$ cat src/rtl/mmio_pkg.sv
// Shared constants for the MMIO timer: register offsets, CTRL/STATUS bit
// positions and the read-FSM state encoding.
package mmio_pkg;

    localparam int BUS_W = 16;

    localparam logic [2:0] ADDR_CTRL     = 3'd0;
    localparam logic [2:0] ADDR_PRESCALE = 3'd1;
    localparam logic [2:0] ADDR_RELOAD   = 3'd2;
    localparam logic [2:0] ADDR_COUNT    = 3'd3;
    localparam logic [2:0] ADDR_STATUS   = 3'd4;

    localparam int CTRL_EN   = 0;
    localparam int CTRL_AUTO = 1;
    localparam int CTRL_IE   = 2;

    localparam int STAT_EXP = 0;
    localparam int STAT_RUN = 1;

    typedef enum logic [1:0] {
        RD_IDLE = 2'd0,
        RD_WAIT = 2'd1,
        RD_DONE = 2'd2
    } rd_state_e;

endpackage

$ cat src/rtl/mmio_timer_if.sv
// CPU-side register bus of the MMIO timer; the CPU is the master and the
// timer is the slave.
interface mmio_timer_if;
    import mmio_pkg::*;

    logic             sel;
    logic [2:0]       addr;
    logic             ram_read;
    logic             ram_write;
    logic             ram_read_done;
    logic [BUS_W-1:0] ram_in;
    logic [BUS_W-1:0] ram_out;
    logic             ram_busy;
    logic             ram_ready;
    logic             timer_irq;

    modport master (
        output sel, addr, ram_read, ram_write, ram_read_done, ram_in,
        input  ram_out, ram_busy, ram_ready, timer_irq
    );

    modport slave (
        input  sel, addr, ram_read, ram_write, ram_read_done, ram_in,
        output ram_out, ram_busy, ram_ready, timer_irq
    );

endinterface

$ cat src/rtl/timer_prescaler.sv
// Free-running divider: counts 0..limit while enabled and pulses tick for the
// cycle in which the count sits at limit, then wraps to 0.
module timer_prescaler #(
    parameter int CNT_W = 16
) (
    input  logic             cpu_clk,
    input  logic             rst,
    input  logic             en,
    input  logic             restart,
    input  logic [CNT_W-1:0] limit,
    output logic             tick
);

    logic [CNT_W-1:0] r_cnt;
    logic             w_wrap;

    // >= rather than == so that lowering limit below the current count still wraps promptly
    assign w_wrap = (r_cnt >= limit);
    assign tick   = en && w_wrap;

    always_ff @(posedge cpu_clk) begin
        if (rst || restart) begin
            r_cnt <= '0;
        end else if (en) begin
            if (w_wrap) r_cnt <= '0;
            else        r_cnt <= r_cnt + 1'b1;
        end
    end

endmodule

$ cat src/rtl/mmio_timer.sv
// Memory-mapped down-counting timer with prescaler, auto-reload, sticky
// expiry flag and a multi-cycle read path; writes complete in one cycle.
module mmio_timer
    import mmio_pkg::*;
#(
    parameter int CNT_W  = 16,
    parameter int RD_LAT = 1
) (
    input  logic         cpu_clk,
    input  logic         rst,
    mmio_timer_if.slave  bus
);

    logic             r_en;
    logic             r_auto;
    logic             r_ie;
    logic             r_exp;
    logic [CNT_W-1:0] r_prescale;
    logic [CNT_W-1:0] r_reload;
    logic [CNT_W-1:0] r_count;

    rd_state_e        r_state;
    rd_state_e        w_next;
    logic [1:0]       r_wait;
    logic [BUS_W-1:0] r_snap;

    logic             w_wr;
    logic [CNT_W-1:0] w_wdata;
    logic             w_tick;
    logic             w_restart;
    logic             w_expire;
    logic [BUS_W-1:0] w_rdata;
    logic             w_busy;
    logic             w_ready;
    logic [BUS_W-1:0] w_out;

    assign w_wr      = bus.sel && bus.ram_write;
    assign w_wdata   = bus.ram_in[CNT_W-1:0];
    assign w_restart = w_wr && (bus.addr == ADDR_CTRL) && bus.ram_in[CTRL_EN] && !r_en;
    assign w_expire  = w_tick && (r_count == '0);

    timer_prescaler #(.CNT_W(CNT_W)) u_prescaler (
        .cpu_clk (cpu_clk),
        .rst     (rst),
        .en      (r_en),
        .restart (w_restart),
        .limit   (r_prescale),
        .tick    (w_tick)
    );

    // Timer updates come first so a same-cycle CPU write overrides them; only EXP is set-dominant.
    always_ff @(posedge cpu_clk) begin
        if (rst) begin
            r_en       <= 1'b0;
            r_auto     <= 1'b0;
            r_ie       <= 1'b0;
            r_exp      <= 1'b0;
            r_prescale <= '0;
            r_reload   <= '0;
            r_count    <= '0;
        end else begin
            if (w_tick) begin
                if (r_count != '0)  r_count <= r_count - 1'b1;
                else if (r_auto)    r_count <= r_reload;
                else                r_en    <= 1'b0;
            end
            if (w_wr) begin
                case (bus.addr)
                    ADDR_CTRL: begin
                        r_en   <= bus.ram_in[CTRL_EN];
                        r_auto <= bus.ram_in[CTRL_AUTO];
                        r_ie   <= bus.ram_in[CTRL_IE];
                    end
                    ADDR_PRESCALE: r_prescale <= w_wdata;
                    ADDR_RELOAD:   r_reload   <= w_wdata;
                    ADDR_COUNT:    r_count    <= w_wdata;
                    ADDR_STATUS:   if (bus.ram_in[STAT_EXP]) r_exp <= 1'b0;
                    default: ;
                endcase
            end
            if (w_expire) r_exp <= 1'b1;
        end
    end

    always_comb begin
        w_rdata = '0;
        case (bus.addr)
            ADDR_CTRL: begin
                w_rdata[CTRL_EN]   = r_en;
                w_rdata[CTRL_AUTO] = r_auto;
                w_rdata[CTRL_IE]   = r_ie;
            end
            ADDR_PRESCALE: w_rdata[CNT_W-1:0] = r_prescale;
            ADDR_RELOAD:   w_rdata[CNT_W-1:0] = r_reload;
            ADDR_COUNT:    w_rdata[CNT_W-1:0] = r_count;
            ADDR_STATUS: begin
                w_rdata[STAT_EXP] = r_exp;
                w_rdata[STAT_RUN] = r_en;
            end
            default: ;
        endcase
    end

    always_ff @(posedge cpu_clk) begin
        if (rst) r_state <= RD_IDLE;
        else     r_state <= w_next;
    end

    always_comb begin
        w_next  = r_state;
        w_busy  = 1'b0;
        w_ready = 1'b1;
        w_out   = '0;
        case (r_state)
            RD_IDLE: if (bus.sel && bus.ram_read) w_next = RD_WAIT;
            RD_WAIT: begin
                w_busy  = 1'b1;
                w_ready = 1'b0;
                if (r_wait == 2'd0) w_next = RD_DONE;
            end
            RD_DONE: begin
                w_out = r_snap;
                if (bus.ram_read_done || !bus.sel) w_next = RD_IDLE;
            end
            default: w_next = RD_IDLE;
        endcase
    end

    // The snapshot freezes the addressed register at request time, so later writes cannot leak into it.
    always_ff @(posedge cpu_clk) begin
        if (rst) begin
            r_wait <= 2'd0;
            r_snap <= '0;
        end else if (r_state == RD_IDLE && w_next == RD_WAIT) begin
            r_wait <= 2'(RD_LAT - 1);
            r_snap <= w_rdata;
        end else if (r_state == RD_WAIT && r_wait != 2'd0) begin
            r_wait <= r_wait - 2'd1;
        end
    end

    assign bus.ram_out   = w_out;
    assign bus.ram_busy  = w_busy;
    assign bus.ram_ready = w_ready;
    assign bus.timer_irq = r_exp && r_ie;

endmodule
$ cat src/flat_wrapper.sv
// flat-port wrapper written by rule: the top's interface ports become plain ports
module mmio_timer_flat import mmio_pkg::*;
#(
    parameter int CNT_W  = 16,
    parameter int RD_LAT = 1
)
  (cpu_clk, rst, bus_sel, bus_addr, bus_ram_read, bus_ram_write, bus_ram_read_done, bus_ram_in, bus_ram_out, bus_ram_busy, bus_ram_ready, bus_timer_irq);
  mmio_timer_if bus_i ();
  input  logic cpu_clk;
  input  logic rst;
  input wire logic [$bits(bus_i.sel)-1:0] bus_sel;
  input wire logic [$bits(bus_i.addr)-1:0] bus_addr;
  input wire logic [$bits(bus_i.ram_read)-1:0] bus_ram_read;
  input wire logic [$bits(bus_i.ram_write)-1:0] bus_ram_write;
  input wire logic [$bits(bus_i.ram_read_done)-1:0] bus_ram_read_done;
  input wire logic [$bits(bus_i.ram_in)-1:0] bus_ram_in;
  output wire logic [$bits(bus_i.ram_out)-1:0] bus_ram_out;
  output wire logic [$bits(bus_i.ram_busy)-1:0] bus_ram_busy;
  output wire logic [$bits(bus_i.ram_ready)-1:0] bus_ram_ready;
  output wire logic [$bits(bus_i.timer_irq)-1:0] bus_timer_irq;
  assign bus_i.sel = bus_sel;
  assign bus_i.addr = bus_addr;
  assign bus_i.ram_read = bus_ram_read;
  assign bus_i.ram_write = bus_ram_write;
  assign bus_i.ram_read_done = bus_ram_read_done;
  assign bus_i.ram_in = bus_ram_in;
  assign bus_ram_out = bus_i.ram_out;
  assign bus_ram_busy = bus_i.ram_busy;
  assign bus_ram_ready = bus_i.ram_ready;
  assign bus_timer_irq = bus_i.timer_irq;
  mmio_timer #(.CNT_W(CNT_W), .RD_LAT(RD_LAT)) u_core (.cpu_clk(cpu_clk), .rst(rst), .bus(bus_i));
endmodule
$ cat config.mk
export PLATFORM = sky130hd
export DESIGN_NAME = mmio_timer_flat
export DESIGN_NICKNAME = d
export VERILOG_FILES = /design/src/rtl/mmio_pkg.sv /design/src/rtl/mmio_timer_if.sv /design/src/rtl/timer_prescaler.sv /design/src/rtl/mmio_timer.sv /design/src/flat_wrapper.sv
export SDC_FILE = /design/constraint.sdc
export NUM_CORES = 1
export LEC_CHECK = 0
export BUFFER_PORTS_ARGS = -buffer_cell sky130_fd_sc_hd__buf_4
export CAP_MARGIN = 20
export CELL_PAD_IN_SITES_DETAIL_PLACEMENT = 0
export CELL_PAD_IN_SITES_GLOBAL_PLACEMENT = 1
export CORE_ASPECT_RATIO = 1.4
export CORE_MARGIN = 1.5
export CORE_UTILIZATION = 48
export CTS_CLUSTER_DIAMETER = 150
export CTS_CLUSTER_SIZE = 20
export DETAILED_ROUTE_END_ITERATION = 10
export PLACE_DENSITY = 0.89
export SYNTH_ARGS = -nofsm -noshare
export SYNTH_HDL_FRONTEND = slang
export SYNTH_SLANG_ARGS = --single-unit
$ cat constraint.sdc
create_clock -name cpu_clk -period 4.2 [get_ports cpu_clk]
set_clock_uncertainty 0.15 [all_clocks]
set_input_delay 0.42 -clock cpu_clk [delete_from_list [all_inputs] [get_ports cpu_clk]]
set_output_delay 0.42 -clock cpu_clk [all_outputs]
set_load 0.01 [all_outputs]
# Word level (Yosys, flattened, before mapping)
# Cells that the tools add are included.
op_classes:
  add_sub_neg: 3
  multipliers: 0
  div: 0
  magnitude_cmp: 1
  eq_ne: 7
  shift: 0
  muxes: 25
  n_bitwise: 0
  reduce_logical: 28
ops:
  columns: ["operator", "count"]
  rows:
  - ["$mux 16", 7]
  - ["$pmux 13 s3", 1]
  - ["$add 16x1->16 const B", 1]
  - ["$ge 16x16->1", 1]
  - ["$logic_not 16->1", 1]
  - ["$reduce_bool 16->1", 1]
  - ["$sub 16x1->16 const B", 1]
  - ["$mux 1", 11]
  - ["$logic_and 1x1->1", 10]
  - ["$pmux 2 s5", 1]
  - ["$reduce_bool 2->1", 4]
  - ["$eq 3x2->1 const B", 2]
  - ["$mux 2", 3]
  - ["$pmux 2 s3", 1]
  - ["$reduce_and 2->1", 3]
  - ["$eq 2x1->1 const B", 2]
  - ["$logic_not 2->1", 2]
  - ["$pmux 1 s4", 1]
  - ["$eq 3x1->1 const B", 1]
  - ["$eq 3x3->1 const B", 1]
  - ["$logic_not 3->1", 1]
  - ["$reduce_and 3->1", 1]
  - ["$eq 2x2->1 const B", 1]
  - ["$logic_not 1->1", 2]
  - ["3 further kinds", 4]
totals:
  reg_bits: 88
  latch_bits: 0
  mem_bits_rw: 0
  mem_bits_ro: 0
  input_bits: 25
  output_inout_bits: 19
  memories: 0

# Depth between registers and ports, before layout
depth:
  word_depth: 7
  ltp_mapped: 10
  depth_no_buf: 8

# Cells and area by module
# From an unflattened synthesis, not the netlist that was laid out.
hier_totals:
  hier_cells: 603
  hier_area_um2: 5018.6
by_module_without_submodules:
  columns: ["mod", "instances", "cells_per_inst", "area_each_um2", "seq_area_each_um2"]
  rows:
  - ["mmio_timer", 1, 472, 3922.5, 1441.4]
  - ["timer_prescaler", 1, 131, 1096.1, 320.3]

# Least setup slack after synthesis
# Ideal clock, no wire load.
synth_path:
  path_type: "register -> register"
  start: "register u_core.u_prescaler.r_cnt[0]"
  end: "register u_core.u_prescaler.r_cnt[10]"
  arrival_ps: 2331
  required_ps: 3986
  setup_slack_ps: 1655
  stages_incl_launch_ff: 11
  path_buffers: 2
  synth_period_minus_slack_ps: 2545
  path_cell_list: "dfxtp_1 > inv_1 > ha_1 > nand2b_1 > a2111o_1 > a32oi_1 > a21oi_2 > or3_1 > buf_2 > buf_2 > nor2_1"
synth_between:
  elab_chain_len: 2
synth_lines:
  columns: ["item", "line", "rtl"]
  rows:
  - ["start: declaration", "timer_prescaler.sv:14", "logic [CNT_W-1:0] r_cnt;"]
  - ["start signal: assignment", "timer_prescaler.sv:26", "else r_cnt <= r_cnt + 1'b1;"]
  - ["$add 16x1->16 or $ge 16x16->1 (tied branches)", "timer_prescaler.sv:26, timer_prescaler.sv:18", null]
  - ["$mux 16 *", "timer_prescaler.sv:25", "if (w_wrap) r_cnt <= '0;"]
# Mark *: on every way between the ends. The rest lies on a longest branch, timed or not.
# A chain may end at the register's enable or synchronous reset.

# Worst setup path after layout
layout_path:
  start: "register u_core.u_prescaler.r_cnt[0]"
  end: "register u_core.u_prescaler.r_cnt[3]"
# The elaborated chain is that of the path after synthesis.

==> flow_metrics.tcl <==
set metrics [dict create \
    power_w 0.00189 \
    cp_data_arrival_time_ns 2.84 \
    grt_max_degree 67 \
    vias_per_cell 5.70 \
    path_buf_inv 1 \
    fillerInstances 987 \
    io_buffers 43 \
    core_um2 9900 \
    synthCells 623 \
    initial_utilization 0.495 \
    startpoint_type "flip-flop" \
    num_vias 4471 \
    cts_resized 0 \
    grt_usage 0.261 \
    drcViolationCount 0 \
    layout.nets 690 \
    cts_sinks 88 \
    crit_path_top_delay_cell "or3_1" \
    cts_setup_buffers 0 \
    synthArstFlopShare 0 \
    syn_area_per_cell_um2 7.86 \
    syn_nets 668 \
    pin_count 44 \
    synth_seq_area_share 0.360 \
    grt_pass1_vias 4308 \
    tightest_slew_ns 0.909 \
    outcome "complete, no violations" \
    antennaDiodeCount 0 \
    drive_gt1_frac 0.142 \
    firstDrtPassIters 5 \
    slew_headroom 0.392 \
    dp_hpwl_mm 9.48 \
    clock.fmax_ghz 0.367 \
    antenna_found_initial 0 \
    yosys_most_used_dff "dfxtp_1" \
    grt_pass1_wl_mm 21.7 \
    ys_ff_latch 88 \
    cp_max_fo 15 \
    clock_latency_ns 0.34 \
    fin_crit_ns 2.72 \
    wl_per_cell_um 17.0 \
    tns_ns 0 \
    syn_area_um2 4900 \
    ant_nets 0 \
    fin_crit_sh 0.649 \
    yosysUniqueCellTypes 63 \
    htreeDepth 3 \
    ys_warn_count 0 \
    yosys.area.top_type_share 0.360 \
    power_density_nw_per_um2 339 \
    drtIter0Drc 323 \
    hold_viol 0 \
    cp.required_ns 4.32 \
    grt_overflow 0 \
    clk_pin_slew_ns 0.07 \
    synth_enable_flop_cells 0 \
    critical_path_class "flip-flop to flip-flop" \
    crit_path_cell_trace "inv_1 -> ha_1 -> nand2b_1 -> a2111o_1 -> a32oi_1 -> a21oi_2 -> or3_1 -> nor2_1" \
    die_h_um 123 \
    area_growth_pct 13.9 \
    cts_tree "yes" \
    p_leak_nw 2.12 \
    cts_hold_buffers 0 \
    clockRootBuffer "clkbuf_16" \
    slew_violations 0 \
    fp.dieW_um 88.4 \
    slowest_delay_ns 0.61 \
    wl_mm 13.3 \
    cpLargestDelayFamily "simple AND/OR/NAND/NOR gates" \
    hold_class "input pin to flip-flop" \
    cts_buffer_depth 2 \
    critPathCaptureType "flip-flop" \
    synth_area_leaders "dfxtp_1 36%, nand2_1 8.9%, ha_1 5.1%" \
    ir_worst_vdd_mv 0.228 \
    drv_cap 0 \
    cts_buffers 9 \
    yosysTopAreaCell "dfxtp_1" \
    rsz0062_at_grt "no" \
    dieArea_um2 10800 \
    gp_congestion 0.925 \
    setup_viol 0 \
    rows 43 \
]
[cell usage after synthesis (12+ instances only)]
cell,number
and2_1,18
nand2_1,116
o21ai_0,25
nor2_1,60
dfxtp_1,88
ha_1,20
clkbuf_1,29
inv_1,27
nand3_1,15
mux2_2,12
a21oi_1,48
a22oi_1,13
[layout by cell type (no fill, tap or decap), drive strengths merged, types with 5 or more instances in the layout]
cell type,Yosys,layout
nand3,15,15
clkbuf,29,11
a22oi,13,13
mux2i,11,11
o31ai,5,5
nor4,7,7
nor4b,5,5
and3,5,5
a311oi,7,7
nand4,10,10
a211oi,8,8
o21ai,28,28
nor3,9,9
and2,19,19
buf,8,48
xor2,9,9
a21oi,49,49
mux2,12,12
nor2,60,60
nand2,116,116
dfxtp,88,88
ha,20,20
xnor2,7,7
inv,28,28
[tightest hold or removal path: stages]
cell and delay [ns]:
buf_4 0.10, nand2_1 0.06, o31ai_2 0.05
[kinds of logic after synthesis]
group                      after synthesis  synth area share
and+or+nand+nor                        271             0.265
AOI/OAI and AO/OA                      137             0.179
DFF                                     88             0.360
buffers and inverters                   65            0.0513
muxes                                   26            0.0646
adders and majority gates               20            0.0511
xor gates and xnor gates                16            0.0286
[path summary, 6_finish.rpt]
kind,end,slack (ns),cells after the start,start
setup / recovery,u_core.u_prescaler.r_cnt[3],1.48,8,u_core.u_prescaler.r_cnt[0]
hold / removal,u_core.r_count[15],0.17,3,bus_ram_in[15]
setup reg to reg,u_core.u_prescaler.r_cnt[3],1.48,8,u_core.u_prescaler.r_cnt[0]
hold reg to reg,u_core.r_snap[14],0.30,2,u_core.r_snap[14]
[metal layers]
layer  track usage  part of all wire  wire length [um]
met1         0.332              0.43              5670
met4        0.0850             0.021               286
met5             0                 0                 0
met3        0.0464             0.050               665
met2         0.444              0.50              6700
[where the power goes]
| group | switching (W) | internal (W) | total (W) |
|---|---|---|---|
| registers | 0.0000133 | 0.000845 | 0.000858 |
| logic | 0.000139 | 0.0000862 | 0.000225 |
| clock network | 0.000334 | 0.000476 | 0.000811 |
| total | 0.000487 | 0.00141 | 0.00189 |
[stage by stage]
step	hold slack [ns]	cell area, um^2	utilization	setup WS (ns)	instances
final	0.172	5580	0.564	1.48	785
after floorplan	0.267	4900	-	1.66	623
after CTS	0.162	5580	0.564	1.48	785
after global routing	0.186	5580	0.564	1.17	785
after global placement	0.280	5280	0.533	1.56	769
after detailed placement	0.287	5280	0.533	1.51	769
[sequential cells by signal, summed over array words and instances (netlist names)]
signal                    flops
u_core.r_auto                 1
u_core.r_count               16
u_core.r_en                   1
u_core.r_exp                  1
u_core.r_ie                   1
u_core.r_prescale            16
u_core.r_reload              16
u_core.r_snap                16
u_core.r_state                2
u_core.r_wait                 2
u_core.u_prescaler.r_cnt     16
[cell type report]
class / count / area, um^2 / area share
multi-input combinational: 470 / 2890 / 0.517
clock inverter: 5 / 56.3 / 0.0101
timing repair buffer: 48 / 360 / 0.0646
sequential: 88 / 1760 / 0.316
tap: 135 / 169 / 0.0303
inverter: 28 / 105 / 0.0188
clock buffer: 11 / 243 / 0.0435
Note: power is estimated with default switching activity, not from simulation.
